### src/rtl/alu_pkg.sv
// ============================================================================
//  Module   : alu_pkg
//  Brief    : Shared encodings for the ALU execute unit (ops, functs, controls, FSM)
//  Revision : 1.0 - initial release
// ============================================================================
`default_nettype none

package alu_pkg;

  localparam logic [2:0] ALU_OP_ADD   = 3'b000;
  localparam logic [2:0] ALU_OP_SUB   = 3'b001;
  localparam logic [2:0] ALU_OP_OR    = 3'b010;
  localparam logic [2:0] ALU_OP_AND   = 3'b011;
  localparam logic [2:0] ALU_OP_RTYPE = 3'b100;

  localparam logic [5:0] FUNCT_ADD  = 6'b100000;
  localparam logic [5:0] FUNCT_SUB  = 6'b100010;
  localparam logic [5:0] FUNCT_AND  = 6'b100100;
  localparam logic [5:0] FUNCT_OR   = 6'b100101;
  localparam logic [5:0] FUNCT_SLL  = 6'b000000;
  localparam logic [5:0] FUNCT_SRL  = 6'b000010;
  localparam logic [5:0] FUNCT_SLT  = 6'b101010;
  localparam logic [5:0] FUNCT_SLTU = 6'b101011;

  localparam logic [3:0] ALU_CTL_AND     = 4'b0000;
  localparam logic [3:0] ALU_CTL_OR      = 4'b0001;
  localparam logic [3:0] ALU_CTL_ADD     = 4'b0010;
  localparam logic [3:0] ALU_CTL_SLL     = 4'b0011;
  localparam logic [3:0] ALU_CTL_SRL     = 4'b0100;
  localparam logic [3:0] ALU_CTL_SUB     = 4'b0110;
  localparam logic [3:0] ALU_CTL_SLT     = 4'b0111;
  localparam logic [3:0] ALU_CTL_SLTU    = 4'b1011;
  localparam logic [3:0] ALU_CTL_ILLEGAL = 4'b1111;

  typedef enum logic [1:0] {
    ST_IDLE  = 2'd0,
    ST_SHIFT = 2'd1,
    ST_DONE  = 2'd2
  } alu_state_t;

endpackage

`default_nettype wire

### src/rtl/alu_decode.sv
// ============================================================================
//  Module   : alu_decode
//  Brief    : Combinational (alu_op, funct) -> (alu_ctl, is_shift, legal) decoder
//  Revision : 1.0 - initial release
// ============================================================================
`default_nettype none

module alu_decode
  import alu_pkg::*;
(
  input  logic [2:0] alu_op,
  input  logic [5:0] funct,
  output logic [3:0] alu_ctl,
  output logic       is_shift,
  output logic       legal
);

  always_comb begin
    alu_ctl  = ALU_CTL_ILLEGAL;
    is_shift = 1'b0;
    legal    = 1'b1;
    case (alu_op)
      ALU_OP_ADD: alu_ctl = ALU_CTL_ADD;
      ALU_OP_SUB: alu_ctl = ALU_CTL_SUB;
      ALU_OP_OR:  alu_ctl = ALU_CTL_OR;
      ALU_OP_AND: alu_ctl = ALU_CTL_AND;
      ALU_OP_RTYPE: begin
        case (funct)
          FUNCT_ADD:  alu_ctl = ALU_CTL_ADD;
          FUNCT_SUB:  alu_ctl = ALU_CTL_SUB;
          FUNCT_AND:  alu_ctl = ALU_CTL_AND;
          FUNCT_OR:   alu_ctl = ALU_CTL_OR;
          FUNCT_SLT:  alu_ctl = ALU_CTL_SLT;
          FUNCT_SLTU: alu_ctl = ALU_CTL_SLTU;
          FUNCT_SLL: begin
            alu_ctl  = ALU_CTL_SLL;
            is_shift = 1'b1;
          end
          FUNCT_SRL: begin
            alu_ctl  = ALU_CTL_SRL;
            is_shift = 1'b1;
          end
          default: legal = 1'b0;
        endcase
      end
      default: legal = 1'b0;
    endcase
  end

endmodule

`default_nettype wire

### src/rtl/alu_exec_unit.sv
// ============================================================================
//  Module   : alu_exec_unit
//  Brief    : EX-stage ALU with single-cycle ops and iterative sll/srl, valid/ready I/O
//  Revision : 1.0 - initial release
// ============================================================================
`default_nettype none

module alu_exec_unit
  import alu_pkg::*;
#(
  parameter int WIDTH      = 32,
  parameter int SHIFT_STEP = 4
) (
  input  logic                     clk,
  input  logic                     rst,
  input  logic                     in_valid,
  output logic                     in_ready,
  input  logic [2:0]               alu_op,
  input  logic [5:0]               funct,
  input  logic [$clog2(WIDTH)-1:0] shamt,
  input  logic [WIDTH-1:0]         a,
  input  logic [WIDTH-1:0]         b,
  output logic                     out_valid,
  input  logic                     out_ready,
  output logic [WIDTH-1:0]         result,
  output logic                     zero,
  output logic [3:0]               alu_ctl,
  output logic                     illegal
);

  localparam int SHW = $clog2(WIDTH);
  // One extra bit so a step of WIDTH is representable.
  localparam logic [SHW:0] c_STEP = (SHW+1)'(SHIFT_STEP);

  alu_state_t       state_q, state_d;
  logic [WIDTH-1:0] work_q, work_d;
  logic [SHW-1:0]   rem_q, rem_d;
  logic [WIDTH-1:0] result_q, result_d;
  logic [3:0]       ctl_q, ctl_d;
  logic             illegal_q, illegal_d;

  logic [3:0]       w_dec_ctl;
  logic             w_is_shift;
  logic             w_legal;
  logic [WIDTH-1:0] w_alu_res;
  logic [SHW:0]     w_step;
  logic [WIDTH-1:0] w_shifted;
  logic [SHW-1:0]   w_rem_next;

  alu_decode u_decode (
    .alu_op   (alu_op),
    .funct    (funct),
    .alu_ctl  (w_dec_ctl),
    .is_shift (w_is_shift),
    .legal    (w_legal)
  );

  // Shifts by zero complete here with result=a; illegal ops yield 0.
  always_comb begin
    w_alu_res = '0;
    case (w_dec_ctl)
      ALU_CTL_ADD:  w_alu_res = a + b;
      ALU_CTL_SUB:  w_alu_res = a - b;
      ALU_CTL_AND:  w_alu_res = a & b;
      ALU_CTL_OR:   w_alu_res = a | b;
      ALU_CTL_SLT:  w_alu_res = {{(WIDTH-1){1'b0}}, ($signed(a) < $signed(b))};
      ALU_CTL_SLTU: w_alu_res = {{(WIDTH-1){1'b0}}, (a < b)};
      ALU_CTL_SLL,
      ALU_CTL_SRL:  w_alu_res = a;
      default:      w_alu_res = '0;
    endcase
  end

  always_comb begin
    w_step     = ({1'b0, rem_q} >= c_STEP) ? c_STEP : {1'b0, rem_q};
    w_shifted  = (ctl_q == ALU_CTL_SLL) ? (work_q << w_step) : (work_q >> w_step);
    w_rem_next = rem_q - w_step[SHW-1:0];
  end

  always_comb begin
    state_d   = state_q;
    work_d    = work_q;
    rem_d     = rem_q;
    result_d  = result_q;
    ctl_d     = ctl_q;
    illegal_d = illegal_q;
    case (state_q)
      ST_IDLE: begin
        if (in_valid) begin
          ctl_d     = w_dec_ctl;
          illegal_d = ~w_legal;
          if (w_legal && w_is_shift && (shamt != '0)) begin
            work_d  = a;
            rem_d   = shamt;
            state_d = ST_SHIFT;
          end else begin
            result_d = w_alu_res;
            state_d  = ST_DONE;
          end
        end
      end
      ST_SHIFT: begin
        work_d = w_shifted;
        rem_d  = w_rem_next;
        if (w_rem_next == '0) begin
          result_d = w_shifted;
          state_d  = ST_DONE;
        end
      end
      ST_DONE: begin
        if (out_ready) state_d = ST_IDLE;
      end
      default: state_d = ST_IDLE;
    endcase
  end

  always_ff @(posedge clk or posedge rst) begin
    if (rst) begin
      state_q   <= ST_IDLE;
      work_q    <= '0;
      rem_q     <= '0;
      result_q  <= '0;
      ctl_q     <= '0;
      illegal_q <= 1'b0;
    end else begin
      state_q   <= state_d;
      work_q    <= work_d;
      rem_q     <= rem_d;
      result_q  <= result_d;
      ctl_q     <= ctl_d;
      illegal_q <= illegal_d;
    end
  end

  assign in_ready  = (state_q == ST_IDLE);
  assign out_valid = (state_q == ST_DONE);
  assign result    = result_q;
  assign zero      = (result_q == '0);
  assign alu_ctl   = ctl_q;
  assign illegal   = illegal_q;

endmodule

`default_nettype wire

### config.mk
export PLATFORM = sky130hd
export DESIGN_NAME = alu_exec_unit
export DESIGN_NICKNAME = d
export VERILOG_FILES = /design/src/rtl/alu_pkg.sv /design/src/rtl/alu_decode.sv /design/src/rtl/alu_exec_unit.sv
export SDC_FILE = /design/constraint.sdc
export NUM_CORES = 1
export LEC_CHECK = 0
export CAP_MARGIN = 25
export CORE_AREA = 2 2 160 162
export DETAILED_ROUTE_END_ITERATION = 8
export DIE_AREA = 0 0 162 164
export PLACE_DENSITY = 0.68
export SETUP_SLACK_MARGIN = 0.4
export SYNTH_ARGS = -nofsm -noshare
export SYNTH_HDL_FRONTEND = slang
export SYNTH_HIERARCHICAL = 1
export SYNTH_SLANG_ARGS = --single-unit
export TNS_END_PERCENT = 100
### constraint.sdc
create_clock -name clk -period 3.45 [get_ports clk]
set_clock_uncertainty 0.2 [all_clocks]
set_input_delay 1.035 -clock clk [delete_from_list [all_inputs] [get_ports clk]]
set_output_delay 1.035 -clock clk [all_outputs]
set_load 0.02 [all_outputs]
# == After elaboration in Yosys (flattened, before gate mapping) ==
# Cells that the tools add are included.
# totals
register_bits,76
wordCells,85
# op_classes
n_mux,24
order_cmp,3
bitwise,3
add_sub_neg,3
shift,2
reduce_logical,18
eq_ne,26
# op_table
cell,count
32-bit one-hot mux with 7 select lines,1
32-bit two-way mux,6
32-bit one-hot mux with 2 select lines,2
32-bit < comparator,2
6-bit equality test (second input constant),6
32-bit adder,1
32-bit bitwise AND,1
32-bit zero test,1
32-bit bitwise OR,1
4-bit one-hot mux with 8 select lines,1
32-bit by 5-bit left shift with 32-bit output,1
32-bit by 5-bit right shift with 32-bit output,1
32-bit subtractor,1
4-bit one-hot mux with 5 select lines,1
5-bit two-way mux,3
4-bit by 2-bit equality test with 1-bit output (second input constant),3
4-bit by 3-bit equality test with 1-bit output (second input constant),3
5-bit one-hot mux with 2 select lines,1
2-bit two-way mux,4
8-bit OR reduction,1
3-bit by 2-bit equality test with 1-bit output (second input constant),2
6-bit by 2-bit equality test with 1-bit output (second input constant),1
6-bit zero test,1
2-bit != test (second input constant),3
25 further kinds,31

# == Logic depth before layout (Yosys ltp) ==
# logic_depth
depth_word,9
ltp_mapped,17
ltp_nobuf,13

# == Modules after synthesis ==
# The synthesis kept the hierarchy.
# by_module_without_submodules
module,instances,seq_area_each_um2,area_per_inst_um2,cells_each
alu_exec_unit,1,1901.8,10770.3,1530
alu_decode,1,0.0,193.9,29

# == Worst setup path after synthesis ==
# No wires, ideal clock.
# synth_timing
path_type,in2reg
start,in a[6]
end,reg result_q[31] (netlist: result[31])
path_stages,13
t_required_ns,3.119
t_arrival_ns,3.504
slack_ns,-0.385
setup_ns,0.131
cell_sequence,inv_1 ha_1 buf_2 a211oi_2 o221ai_1 a211oi_2 o211ai_1 a211oi_2 o21ai_1 a221o_1 a311o_1 a21oi_1 a211oi_1
# synth_between
elab_chain_len,5
# synth_lines
element,line_no,source
from (decl),alu_exec_unit.sv:21,"input logic [WIDTH-1:0] a,"
32-bit subtractor or 32-bit adder (tied branches),"alu_exec_unit.sv:63, alu_exec_unit.sv:62",
32-bit one-hot mux with 7 select lines (*),alu_exec_unit.sv:61,case (w_dec_ctl)
32-bit two-way mux (*),alu_exec_unit.sv:92,if (w_legal && w_is_shift && (shamt != '0)) begin
32-bit two-way mux (*),alu_exec_unit.sv:89,if (in_valid) begin
32-bit one-hot mux with 2 select lines (*),alu_exec_unit.sv:87,case (state_q)
to (signal assigned),alu_exec_unit.sv:129,result_q <= result_d;
to (decl),alu_exec_unit.sv:38,"logic [WIDTH-1:0] result_q, result_d;"
# Every way passes the cells marked *; elsewhere a longest branch is shown, timed or not. The select of a mux whose other input is x is not followed.
# A chain may end at the register's enable or synchronous reset.

# == Worst setup path after layout ==
# layout_timing
start,in b[0]
end,reg result_q[30] (netlist: result[30])
# layout_between
elab_chain_len,5
# layout_lines
element,line_no,source
from (decl),alu_exec_unit.sv:22,"input logic [WIDTH-1:0] b,"
32-bit subtractor or 32-bit adder (tied branches),"alu_exec_unit.sv:63, alu_exec_unit.sv:62",
32-bit one-hot mux with 7 select lines (*),alu_exec_unit.sv:61,
32-bit two-way mux (*),alu_exec_unit.sv:92,
32-bit two-way mux (*),alu_exec_unit.sv:89,
32-bit one-hot mux with 2 select lines (*),alu_exec_unit.sv:87,
# Marks and branches as above.

==> results summary <==
The minimum hold slack came out at 331 ps. The data arrival time of the worst path came out at 3780 ps. The floorplan has 58 rows. Summed over all nets, the half-perimeter wirelength after detailed placement is 38,100 um. For this run, the leading register cell type out of synthesis is dfrtp_1. The required time of the worst setup path is 3470 ps. The slew at the pin closest to its max-slew limit is 809 ps. In this run the cell area of the synthesized design comes to 11,000 um2. The ratio of routed vias to standard cells is 6.20. In this run the tool buffered the top-level ports with 121 buffer cells. The run finished, with violations left. The final weighted congestion in routability-driven placement came out at 1.03. The hold violation count in the final report is 0.

The total area of sequential cells came out at 1900 um2. The number of flops mapped to enable cells by yosys is 0. The non-filler instance count after layout is 2,393. The global-route congestion overflow total is 0. The setup path with the least slack is of type in -> reg. The placed cell count came out at 2,291. The width of the die is 162 um. The number of nets produced by synthesis is 1,757. The CTS tree is yes. The number of maximum-capacitance constraint violations is 0. Yosys mapped the design onto 84 distinct sky130hd cell types. Of the available clock period, the critical path in the final layout requires 109%. The root buffer cell is clkbuf_16. The final layout contains routed wiring with a total length of 54,300 um.

The largest net degree at the start of global routing came out at 53. The final reports fail on setup timing. The leakage power total came out at 8.02 nW. The count of final max-slew check failures is 0. The final core utilization came out at 74.9%.

The clock passes through at most 2 buffers. The upper clock frequency limit came out at 267 MHz. The initial antenna violation count is 1. The TritonCTS buffer count is 9. The combined area of the multi-input logic cells is 10,200 um2.

The first-pass GRT wire length is 80,100 um. The area enclosed by the die boundary is 26,600 um2. The worst slew margin relative to its limit came out at 45.5%. The final worst-path setup slack came out at -302 ps.

For this design the ratio of total power to cell area is 425 nW/um2. Counting every sink on the clock net gives 76. The most area-hungry cell type in the Yosys netlist is dfrtp_1.

The number of design-rule violations left by the first detailed-router iteration came out at 1,993. The sequential fraction of the synthesis area is 17.3%. The filler cell count in the final layout is 1,761.

The number of global-route vias before repair is 14,200. After detailed routing, the average wire length per cell comes to 22.7 um. The fraction of registers with async set or reset after synthesis came out at 100%.

The post-synthesis area per instance came out at 7.03 um2. The floorplan die height came out at 164 um. The I/O pin total is 122. The clock slew seen by the registers of the worst setup and hold paths came out at 60 ps. The worst setup path is launched from a primary input. The worst setup path is captured at a flop. The smallest clock period supported by the final layout is computed as 3750 ps. For this run, the detailed router's first-pass iteration total came to 8. The post-layout net count is 2,254. The flip-flop and latch count after synthesis came out at 76. The starting density of the core came out at 44.2%. The sum of negative setup slack came out at -3970 ps. From synthesis to final layout, the design area changed by 69.6%. In the routed design, unresolved DRC markers number 0. In the post-synthesis netlist, the biggest area contributors are dfrtp_1 (17%), ha_1 (13%), nor2_1 (7.5%).

Leaving out fill and tap cells, the most frequent cells in the layout are buf_4 (394), nor2_1 (182), nand2_1 (147). Setup repair after global routing could not meet its margin everywhere. The Yosys warning count came out at 6.

The share of the synthesized area in the top cell type is 17.3%. The minimum setup slack after placement came out at -1170 ps. The number of failing setup endpoints in the final timing report came out at 24.

The core area came out at 24,800 um2. Global routing used 38.5% of the available tracks across all layers. Leaving out fill and tap cells, the most frequent cell in the layout is buf_4. CTS built an H-tree with a depth of 3. In this run the worst path has a maximum fanout of 3. The count of mapped cells out of synthesis came out at 1,559.

At the later pin of the worst-skew pair, clock insertion delay measures 340 ps. VDD sags by at most 0.441 mV. The tightest min-delay check is of the reg -> reg type. The share of cells above drive strength 1 came out at 41.8%. In this run the remaining antenna-violating nets after routing total 0. The routed layout has 14,800 vias.
-- what timing repair did --
action,4_1_cts,5_1_grt
gates resized for setup,426,181
endpoints found under the setup margin,71,61
setup buffers,51,23
pin swaps,146,116
hold buffers,0,0
gates cloned,9,1
-- cell type report --
type                            instances  share of cell area [%]
Tap cell                              330                    2.22
Clock buffer                           10                    1.29
Timing Repair Buffer                  596                    28.7
Clock inverter                          6                   0.384
Antenna cell                            2                  0.0269
Multi-Input combinational cell       1276                    55.0
Sequential cell                        76                    10.2
Inverter                               97                    2.19
-- routing by layer --
layer	track usage, %	vias to the layer above	part of all wire (%)
met5	0	-	0
met4	13.4	0	4.9
met3	7.55	186	9.8
met2	63.7	959	46
met1	50.2	7078	39
li1	-	6614	-
-- cells by family after synthesis --
family	after synthesis	synth area share (%)
buffers and inverters	207	7.68
xor gates and xnor gates	28	2.24
AOI/OAI and AO/OA	517	30.4
adders and majority gates	116	13.4
DFF	76	17.3
and+or+nand+nor	574	23.9
muxes	40	4.99
other	1	0.0342
-- Yosys cell counts (all sizes together), types with 3 or more instances --
library cell  instances
a2111oi               7
a211oi               25
a21boi                3
a21o                  9
a21oi               132
a221oi               30
a311oi                7
a31oi                41
a32o                  4
a32oi                 3
a41oi                 3
and2                  4
and3                  6
buf                  37
clkbuf               73
dfrtp                76
ha                  114
inv                  97
mux2                  7
mux2i                22
mux4                 11
nand2               154
nand2b               28
nand3                26
nand4                16
nor2                218
nor2b                15
nor3                 44
nor4                 22
o211ai               34
o21a                 11
o21ai               138
o21bai               17
o221ai                5
o22ai                 6
o311a                 5
o31ai                14
or2                   5
or3                  20
or4                   4
xnor2                25
xor2                  3
-- where the power goes --
group          total (mW)  leakage (nW)  switching, mW  internal (mW)
Sequential           1.79         0.911          0.577           1.22
Combinational        5.12          6.97           2.73           2.39
Clock               0.993         0.145          0.407          0.585
Total                7.91          8.02           3.71           4.19
-- registers in the layout, summed over array words and instances, names as in the netlist --
name,cells
work_q,32
rem_q,5
state_q,2
alu_ctl,4
result,32
illegal,1
-- worst max-delay path, cell delays in order --
cell and delay, ps:
buf_6 90, buf_8 130, ha_4 160, fa_2 420
o21bai_4 160, a211oi_4 90, nor3b_2 200, o211ai_1 180
buf_4 180, o311ai_4 270, a21oi_2 120, o31ai_2 250
xnor2_1 120, a221oi_2 260, o31ai_1 90
-- per-stage QoR --
step	power, mW	area, um2
floorplan	4.33	11400
global placement	6.03	15500
detailed placement	6.08	15500
CTS	7.41	17700
global route	8.34	18600
finish	7.91	18600
-- path summary, 6_finish.rpt --
check	startpoint	to	slack, ps	cells past startpoint
max	b[0]	result[30]	-300	15
min	result[11]	result[11]	330	2
max reg2reg	rem_q[4]	result[24]	150	13
min reg2reg	result[11]	result[11]	330	2
max in group asynchronous	rst	result[5]	1590	3
min in group asynchronous	rst	work_q[25]	850	2
Note: power is estimated with default switching activity, not from simulation.
